<file path="src/rtl/led_randomiser_array.sv">
// led_randomiser_array: drives NUM_LEDS LEDs, each lit with a per-channel
// probability of 1/p on every draw tick. One shared Galois LFSR and one
// modulo unit are time-shared round-robin, one channel per clock.
// Optional hit statistics counter: define LED_RANDOMISER_STATS_EN.
module led_randomiser_array #(
    parameter int                    NUM_LEDS   = 10,
    parameter int                    PROB_WIDTH = 7,
    parameter int                    LFSR_WIDTH = 16,
    parameter logic [LFSR_WIDTH-1:0] SEED       = 'h0001,
    parameter int                    HOLD_TICKS = 1
) (
    input  logic                           clk,
    input  logic                           rst,
    input  logic                           enable,
    input  logic                           tick,
    input  logic [NUM_LEDS*PROB_WIDTH-1:0] probability,
`ifdef LED_RANDOMISER_STATS_EN
    input  logic                           stats_clr,
    output logic [15:0]                    hit_count,
`endif
    output logic [NUM_LEDS-1:0]            led,
    output logic                           busy
);

    localparam int CH_W   = (NUM_LEDS > 1) ? $clog2(NUM_LEDS) : 1;
    localparam int HOLD_W = (HOLD_TICKS > 1) ? $clog2(HOLD_TICKS) : 1;

    localparam logic [CH_W-1:0]       LAST_CH     = CH_W'(NUM_LEDS - 1);
    localparam logic [HOLD_W-1:0]     HOLD_RELOAD = HOLD_W'(HOLD_TICKS - 1);
    localparam logic [LFSR_WIDTH-1:0] TAPS        = LFSR_WIDTH'(32'h0000_B400);
    // An all-zero LFSR would lock up, so a zero seed is promoted to 1.
    localparam logic [LFSR_WIDTH-1:0] SEED_INIT   = (SEED == '0) ? LFSR_WIDTH'(1) : SEED;

    typedef enum logic {
        IDLE = 1'b0,
        SCAN = 1'b1
    } state_t;

    state_t                  state, state_nxt;
    logic [CH_W-1:0]         ch_idx, ch_nxt;
    logic                    scan_en;

    logic [LFSR_WIDTH-1:0]   lfsr;
    logic [HOLD_W-1:0]       hold [NUM_LEDS];
    logic [PROB_WIDTH-1:0]   prob_arr [NUM_LEDS];
    logic [PROB_WIDTH-1:0]   prob_c;
    logic [HOLD_W-1:0]       hold_c;
    logic                    draw_hit;

    // Right-shifting Galois LFSR: feed the dropped bit back through the taps.
    function automatic logic [LFSR_WIDTH-1:0] lfsr_step(input logic [LFSR_WIDTH-1:0] v);
        lfsr_step = v[0] ? ((v >> 1) ^ TAPS) : (v >> 1);
    endfunction

    genvar gi;
    generate
        for (gi = 0; gi < NUM_LEDS; gi++) begin : g_prob
            assign prob_arr[gi] = probability[gi*PROB_WIDTH +: PROB_WIDTH];
        end
    endgenerate

    // FSM state and channel index register.
    always_ff @(posedge clk or posedge rst) begin
        if (rst) begin
            state  <= IDLE;
            ch_idx <= '0;
        end else begin
            state  <= state_nxt;
            ch_idx <= ch_nxt;
        end
    end

    // Next-state logic: enable low aborts any scan; ticks during a scan are ignored.
    always_comb begin
        state_nxt = state;
        ch_nxt    = ch_idx;
        scan_en   = 1'b0;
        if (!enable) begin
            state_nxt = IDLE;
            ch_nxt    = '0;
        end else begin
            case (state)
                IDLE: begin
                    if (tick) begin
                        state_nxt = SCAN;
                        ch_nxt    = '0;
                    end
                end
                SCAN: begin
                    scan_en = 1'b1;
                    if (ch_idx == LAST_CH) begin
                        state_nxt = IDLE;
                        ch_nxt    = '0;
                    end else begin
                        ch_nxt = ch_idx + CH_W'(1);
                    end
                end
                default: begin
                    state_nxt = IDLE;
                    ch_nxt    = '0;
                end
            endcase
        end
    end

    assign busy = (state == SCAN);

    // Draw for the channel under evaluation: success when p != 0 and r mod p == 0.
    always_comb begin
        prob_c   = prob_arr[ch_idx];
        hold_c   = hold[ch_idx];
        draw_hit = 1'b0;
        if (prob_c != '0) begin
            draw_hit = ((lfsr % LFSR_WIDTH'(prob_c)) == '0);
        end
    end

    // LED, hold counter and LFSR update; the LFSR only advances during a scan.
    always_ff @(posedge clk or posedge rst) begin
        if (rst) begin
            lfsr <= SEED_INIT;
            led  <= '0;
            for (int i = 0; i < NUM_LEDS; i++) begin
                hold[i] <= '0;
            end
        end else if (!enable) begin
            led <= '0;
            for (int i = 0; i < NUM_LEDS; i++) begin
                hold[i] <= '0;
            end
        end else if (scan_en) begin
            lfsr <= lfsr_step(lfsr);
            if (hold_c != '0) begin
                hold[ch_idx] <= hold_c - HOLD_W'(1);
                led[ch_idx]  <= 1'b1;
            end else if (draw_hit) begin
                hold[ch_idx] <= HOLD_RELOAD;
                led[ch_idx]  <= 1'b1;
            end else begin
                led[ch_idx]  <= 1'b0;
            end
        end
    end

`ifdef LED_RANDOMISER_STATS_EN
    // Saturating increment so the counter sticks at full scale.
    function automatic logic [15:0] sat_inc16(input logic [15:0] v);
        sat_inc16 = (v == 16'hFFFF) ? v : v + 16'd1;
    endfunction

    // Successful-draw counter; clear wins over a coincident hit.
    always_ff @(posedge clk or posedge rst) begin
        if (rst) begin
            hit_count <= '0;
        end else if (stats_clr) begin
            hit_count <= '0;
        end else if (enable && scan_en && (hold_c == '0) && draw_hit) begin
            hit_count <= sat_inc16(hit_count);
        end
    end
`endif

endmodule

</file>
<file path="config.mk">
export PLATFORM = sky130hd
export DESIGN_NAME = led_randomiser_array
export DESIGN_NICKNAME = d
export VERILOG_FILES = /design/src/rtl/led_randomiser_array.sv
export SDC_FILE = /design/constraint.sdc
export NUM_CORES = 1
export LEC_CHECK = 0
export ABC_CLOCK_PERIOD_IN_PS = 41500
export CORE_MARGIN = 2
export CORE_UTILIZATION = 55
export DETAILED_ROUTE_END_ITERATION = 10
export GPL_TIMING_DRIVEN = 0
export PLACE_DENSITY = 0.77
export SYNTH_ARGS = -nofsm -noshare
export SYNTH_HDL_FRONTEND = slang
export SYNTH_SLANG_ARGS = --single-unit
</file>
<file path="constraint.sdc">
create_clock -name clk -period 41.5 [get_ports clk]
set_input_delay 8.3 -clock clk [delete_from_list [all_inputs] [get_ports clk]]
set_output_delay 8.3 -clock clk [all_outputs]
set_load 0.02 [all_outputs]
</file>
### After elaboration in Yosys (flattened, before gate mapping)

Index checks and enable logic that the tools add are counted.

| cells by class | value |
|---|---|
| add/sub/neg operators | 2 |
| div/mod/pow operators | 1 |
| $lt $le $gt $ge | 4 |
| equal/unequal tests | 4 |
| mux-type cells | 31 |
| bitwise logic cells | 8 |
| reduce and logical (&&, ||, !) cells | 6 |

Operators by type and width:

| operator | number |
|---|---|
| $mux W10 | 8 |
| $bmux W7 S4 | 1 |
| $and A10 B10 Y10 | 2 |
| $not A10 Y10 | 2 |
| $logic_not A16 Y1 | 1 |
| $mod A16 B7 Y16 | 1 |
| $mux W16 | 1 |
| $mux W7 | 2 |
| $mux W4 | 3 |
| $bwmux W10 | 1 |
| $mux W1 | 10 |
| $or A10 B10 Y10 | 1 |
| $demux W1 S4 | 2 |
| $pmux W4 S2 | 1 |
| $reduce_bool A7 Y1 | 1 |
| $ge A5 B5 Y1 const B | 1 |
| $lt A4 B5 Y1 const B | 1 |
| $lt A5 B1 Y1 const B | 1 |
| $not A4 Y5 | 1 |
| $add A4 B1 Y4 const B | 1 |
| $bmux W1 S4 | 1 |
| $eq A4 B4 Y1 const B | 1 |
| $ge A4 B1 Y1 const B | 1 |
| $not A3 Y4 | 1 |
| other kinds (8) | 10 |

| word-level totals | value |
|---|---|
| flip-flop bits (word level) | 41 |
| output and inout port bits | 11 |
| logic and storage cells | 70 |

### Longest topological paths before layout

| logic depth | value |
|---|---|
| depth after elaboration | 11 |
| gate-level depth with buffers | 179 |

### Worst setup path before layout

OpenSTA, ideal clock, no wires.

| timing | value |
|---|---|
| kind | input -> register |
| start | input port probability[23] |
| end | register led[3] |
| setup time | 0.126 ns |
| data arrival time | 39.780 ns |
| slack | 1.594 ns |
| stages | 165 |
| cell sequence | mux2_1 a222oi_1 and2_1 clkbuf_1 nand4_1 nor2_1 a21oi_1 a21oi_1 ha_1 or3_1 and3_1 o21bai_1 a32oi_1 inv_1 ha_1 o211ai_1 nand2_1 nand4_2 [... 129 more ...] buf_6 a21oi_1 ha_1 a21oi_1 o21bai_1 a21oi_1 nor2_1 nor2_1 nor2b_1 o21ai_0 nand2b_1 xnor2_1 and3_1 o221ai_1 nor2_1 a21oi_1 nor3_4 o311a_1 |

| between the ends | value |
|---|---|
| word-level cells in the longest chain between the ends | 10 |

Ends and longest elaborated chain:

| what | RTL line | text |
|---|---|---|
| from (decl) | 16 | `input logic [NUM_LEDS*PROB_WIDTH-1:0] probability,` |
| $bmux W7 S4 (*) | 110 | `prob_c = prob_arr[ch_idx];` |
| $mux W7 (not written as such) (*) (2 in a row) | 110 |  |
| $mod A16 B7 Y16 | 114 | `draw_hit = ((lfsr % LFSR_WIDTH'(prob_c)) == '0);` |
| $logic_not A16 Y1 | 114 |  |
| $mux W1 (*) | 113 | `if (prob_c != '0) begin` |
| $mux W10 (*) | 136 | `end else if (draw_hit) begin` |
| $mux W10 (*) | 133 | `if (hold_c != '0) begin` |
| $mux W10 (*) | 131 | `end else if (scan_en) begin` |
| $mux W10 (*) | 126 | `end else if (!enable) begin` |
| to (signal assigned) | 127 | `led <= '0;` |
| to (signal, indexed assignment) | 135 | `led[ch_idx] <= 1'b1;` |
| to (signal, indexed assignment) | 138 | `led[ch_idx] <= 1'b1;` |
| to (decl) | 21 | `output logic [NUM_LEDS-1:0] led,` |

Mark *: on every way between the ends. The rest lies on a longest branch, timed or not. The select of a mux whose other input is x is not followed.
A chain may end at the register's enable or synchronous reset.

### Worst setup path after layout

| timing | value |
|---|---|
| start | input port probability[55] |
| end | register led[1] |

The elaborated chain is that of the path after synthesis.

==> metrics <==
status complete, no violations; worst-path fanout max 10; Ports 85; slew margin rel. 0.2914; Max H-tree Level 2; slowest cell on the critical path a211oi_1; largest net degree at the start of global routing 42; vias in the first global route 8507; clk_skew 0.01047 ns; Ant. Diodes 0; Post-route DRC 0; TritonCTS buffer count 5; Area Overhead vs Synth 22.98%; Worst path most repeated cell o21a_1; first-pass GRT wire length 39.36 mm; post-layout net count 1435; Routed Antenna Nets 0; met2 Resource Use GR 0.4779; Die Y 130.8 um; number of DRC markers in iteration 0 680; register area share after synthesis 0.1162; full die area 0.01710 mm^2; CTS tree built; core area 0.01577 mm^2; WP data arrival 40.00 ns; Mapped Area 0.008841 mm^2; register clock-pin slew on the reported worst setup and hold paths 0.06 ns; clock tree buffer depth 2; Slew @ Worst Pin 1.063 ns; port bufs 83; Avg Inst Size Synth 7.776 um^2; post-synthesis register bit count 41; all-layer global routing usage 0.2777; final period utilization 0.9600; reg2reg setup slack 9.19 ns; DR WL/cell 17.15 um; worst endpoint required time 41.66 ns; achievable clock frequency 0.02510 GHz; post-DP HPWL 19.13 mm; layout cell share with drive strength beyond 1 0.1820; final wirelength 25.46 mm; GPL Wtd Cong 0.8991; YS warnings 0; die width 130.8 um; Post-synth ARST share 1.000; Vias/cell 6.370; initial core utilization 0.5606; global route overflow 0; end-of-flow core utilization 0.6895; DR vias 9460; Final Hold Viols 0; max-slew violation count 0; Setup-failing EPs final 0; top_reg_cell synth dfrtp_1; Tmin final 39.84 ns; post-route design area 0.01087 mm^2; row count 46; max_cap viols 0; Setup CP Type in -> reg; initial antenna violation count 0; worst-skew pair later-pin latency 0.28 ns; Mapped Cells 1137; CP peak stage delay 0.62 ns; area post-placement 0.009981 mm^2; GRT met3 Usage 0.01995; number of synthesized flops with an enable pin 0; met1 usage 0.3797; hold crit path type reg -> reg; GR peak layer met2; DR pass1 iterations 5; nature of the critical path endpoint flop; CTS Sinks 41; Syn Nets 1304; library cells used by synthesis 107; root buffer cell clkbuf_16; crit path launch type input port
-- registers in the layout (all words and copies together) (netlist names) --
register  flops
busy          1
ch_idx        4
hold         10
led          10
lfsr         16
-- cell usage after synthesis, drive strengths merged (8+ instances only) --
| cell type | number | area, um^2 |
|---|---|---|
| a211oi | 15 | 130.1 |
| a21o | 20 | 150.1 |
| a21oi | 73 | 391.6 |
| a31oi | 14 | 93.84 |
| and2 | 15 | 93.84 |
| and3 | 12 | 75.07 |
| buf | 20 | 138.9 |
| clkbuf | 27 | 101.4 |
| dfrtp | 40 | 1001 |
| ha | 92 | 1151 |
| inv | 31 | 116.4 |
| mux2 | 47 | 533.0 |
| mux2i | 34 | 340.3 |
| nand2 | 88 | 332.8 |
| nand2b | 20 | 125.1 |
| nand3 | 26 | 142.6 |
| nand4 | 14 | 93.84 |
| nor2 | 110 | 420.4 |
| nor2b | 19 | 118.9 |
| nor3 | 70 | 384.1 |
| nor4 | 10 | 68.81 |
| o211a | 8 | 80.08 |
| o211ai | 17 | 142.6 |
| o21a | 45 | 337.8 |
| o21ai | 59 | 299.0 |
| o21bai | 8 | 60.06 |
| o31ai | 15 | 140.1 |
| or2 | 11 | 71.32 |
| or3 | 12 | 75.07 |
| xnor2 | 21 | 183.9 |
| xor2 | 19 | 166.4 |
-- cells in the final DEF (no fill, tap or decap), types with 12 or more instances in the layout --
cell,instances
a21o_1,20
a21oi_1,51
a21oi_2,18
a31oi_1,12
and2_1,13
and3_1,12
buf_4,44
clkbuf_1,23
clkdlybuf4s50_1,83
dfrtp_1,40
ha_1,87
inv_1,30
mux2_2,43
mux2i_1,33
nand2_1,83
nand2b_1,20
nand3_1,25
nand4_1,13
nor2_1,101
nor2b_1,17
nor3_1,63
o211ai_1,14
o21a_1,45
o21ai_0,44
xnor2_1,21
xor2_1,19
-- critical path: cells and delay by family --
kind,cells,cell delay (ns)
compound gates,82,14.93
xor+xnor,2,0.23
fa+ha+maj,15,4.60
buf+inv,13,2.27
mux,3,0.92
simple gates,53,8.63
-- logic make-up (layout without fill, tap and decap cells) --
family / count (synthesis) / count (layout) / synth area share
compound gates: 353 / 353 / 0.2928
xor+xnor: 40 / 40 / 0.03963
fa+ha+maj: 93 / 93 / 0.1325
buf+inv: 78 / 209 / 0.04033
flops: 41 / 41 / 0.1162
mux: 86 / 86 / 0.1115
simple gates: 446 / 447 / 0.2671
-- metal layers --
layer / part of all wire / wire (um) / vias up
met2: 0.48 / 12180 / 282
met3: 0.049 / 1249 / 39
li1: - / - / 4632
met1: 0.45 / 11500 / 4507
met5: 0 / 0 / -
met4: 0.021 / 533 / 0
-- per-stage QoR --
stage,hold slack [ns],TNS [ns],setup WS [ns],std cells
after detailed placement,0.4922,-58.70,-4.292,1437
after global routing,0.5227,-2.079,-0.2469,1485
after global placement,0.4860,-52.98,-3.864,1436
final,0.5072,0,1.660,1485
after floorplan,0.4725,0,1.594,1137
after CTS,0.5029,0,0.02851,1453
-- path summary, 6_finish.rpt --
| path | from | to | cells past startpoint |
|---|---|---|---|
| max | probability[55] | led[1] | 168 |
| min | hold[7] | hold[7] | 2 |
| min reg2reg | hold[7] | hold[7] | 2 |
| max in group asynchronous | rst | lfsr[11] | 2 |
| max reg2reg | ch_idx[1] | led[1] | 167 |
| min in group asynchronous | rst | led[6] | 2 |
-- layout make-up --
type                    instances  area (um^2)
multi-input cells            1019         7870
clock inverters                 2        13.76
well taps                     216        270.3
repair buffers                125         1179
clock buffers                   6        138.9
fillers                      1346         4897
flip-flops and latches         41         1027
inverters                      31        116.4
plain buffers                  45        257.7
-- repair_timing --
item | 4_1_cts | 5_1_grt
gates resized for setup | 37 | 66
pin swaps | 7 | 27
hold buffers | 0 | 0
endpoints found under the setup margin | 14 | 14
setup buffers | 8 | 33
gates cloned | 1 | 0
Power is left out: the tool's default activity adds up to more than one toggle a clock period on the data nets, which glitch-free logic cannot reach.
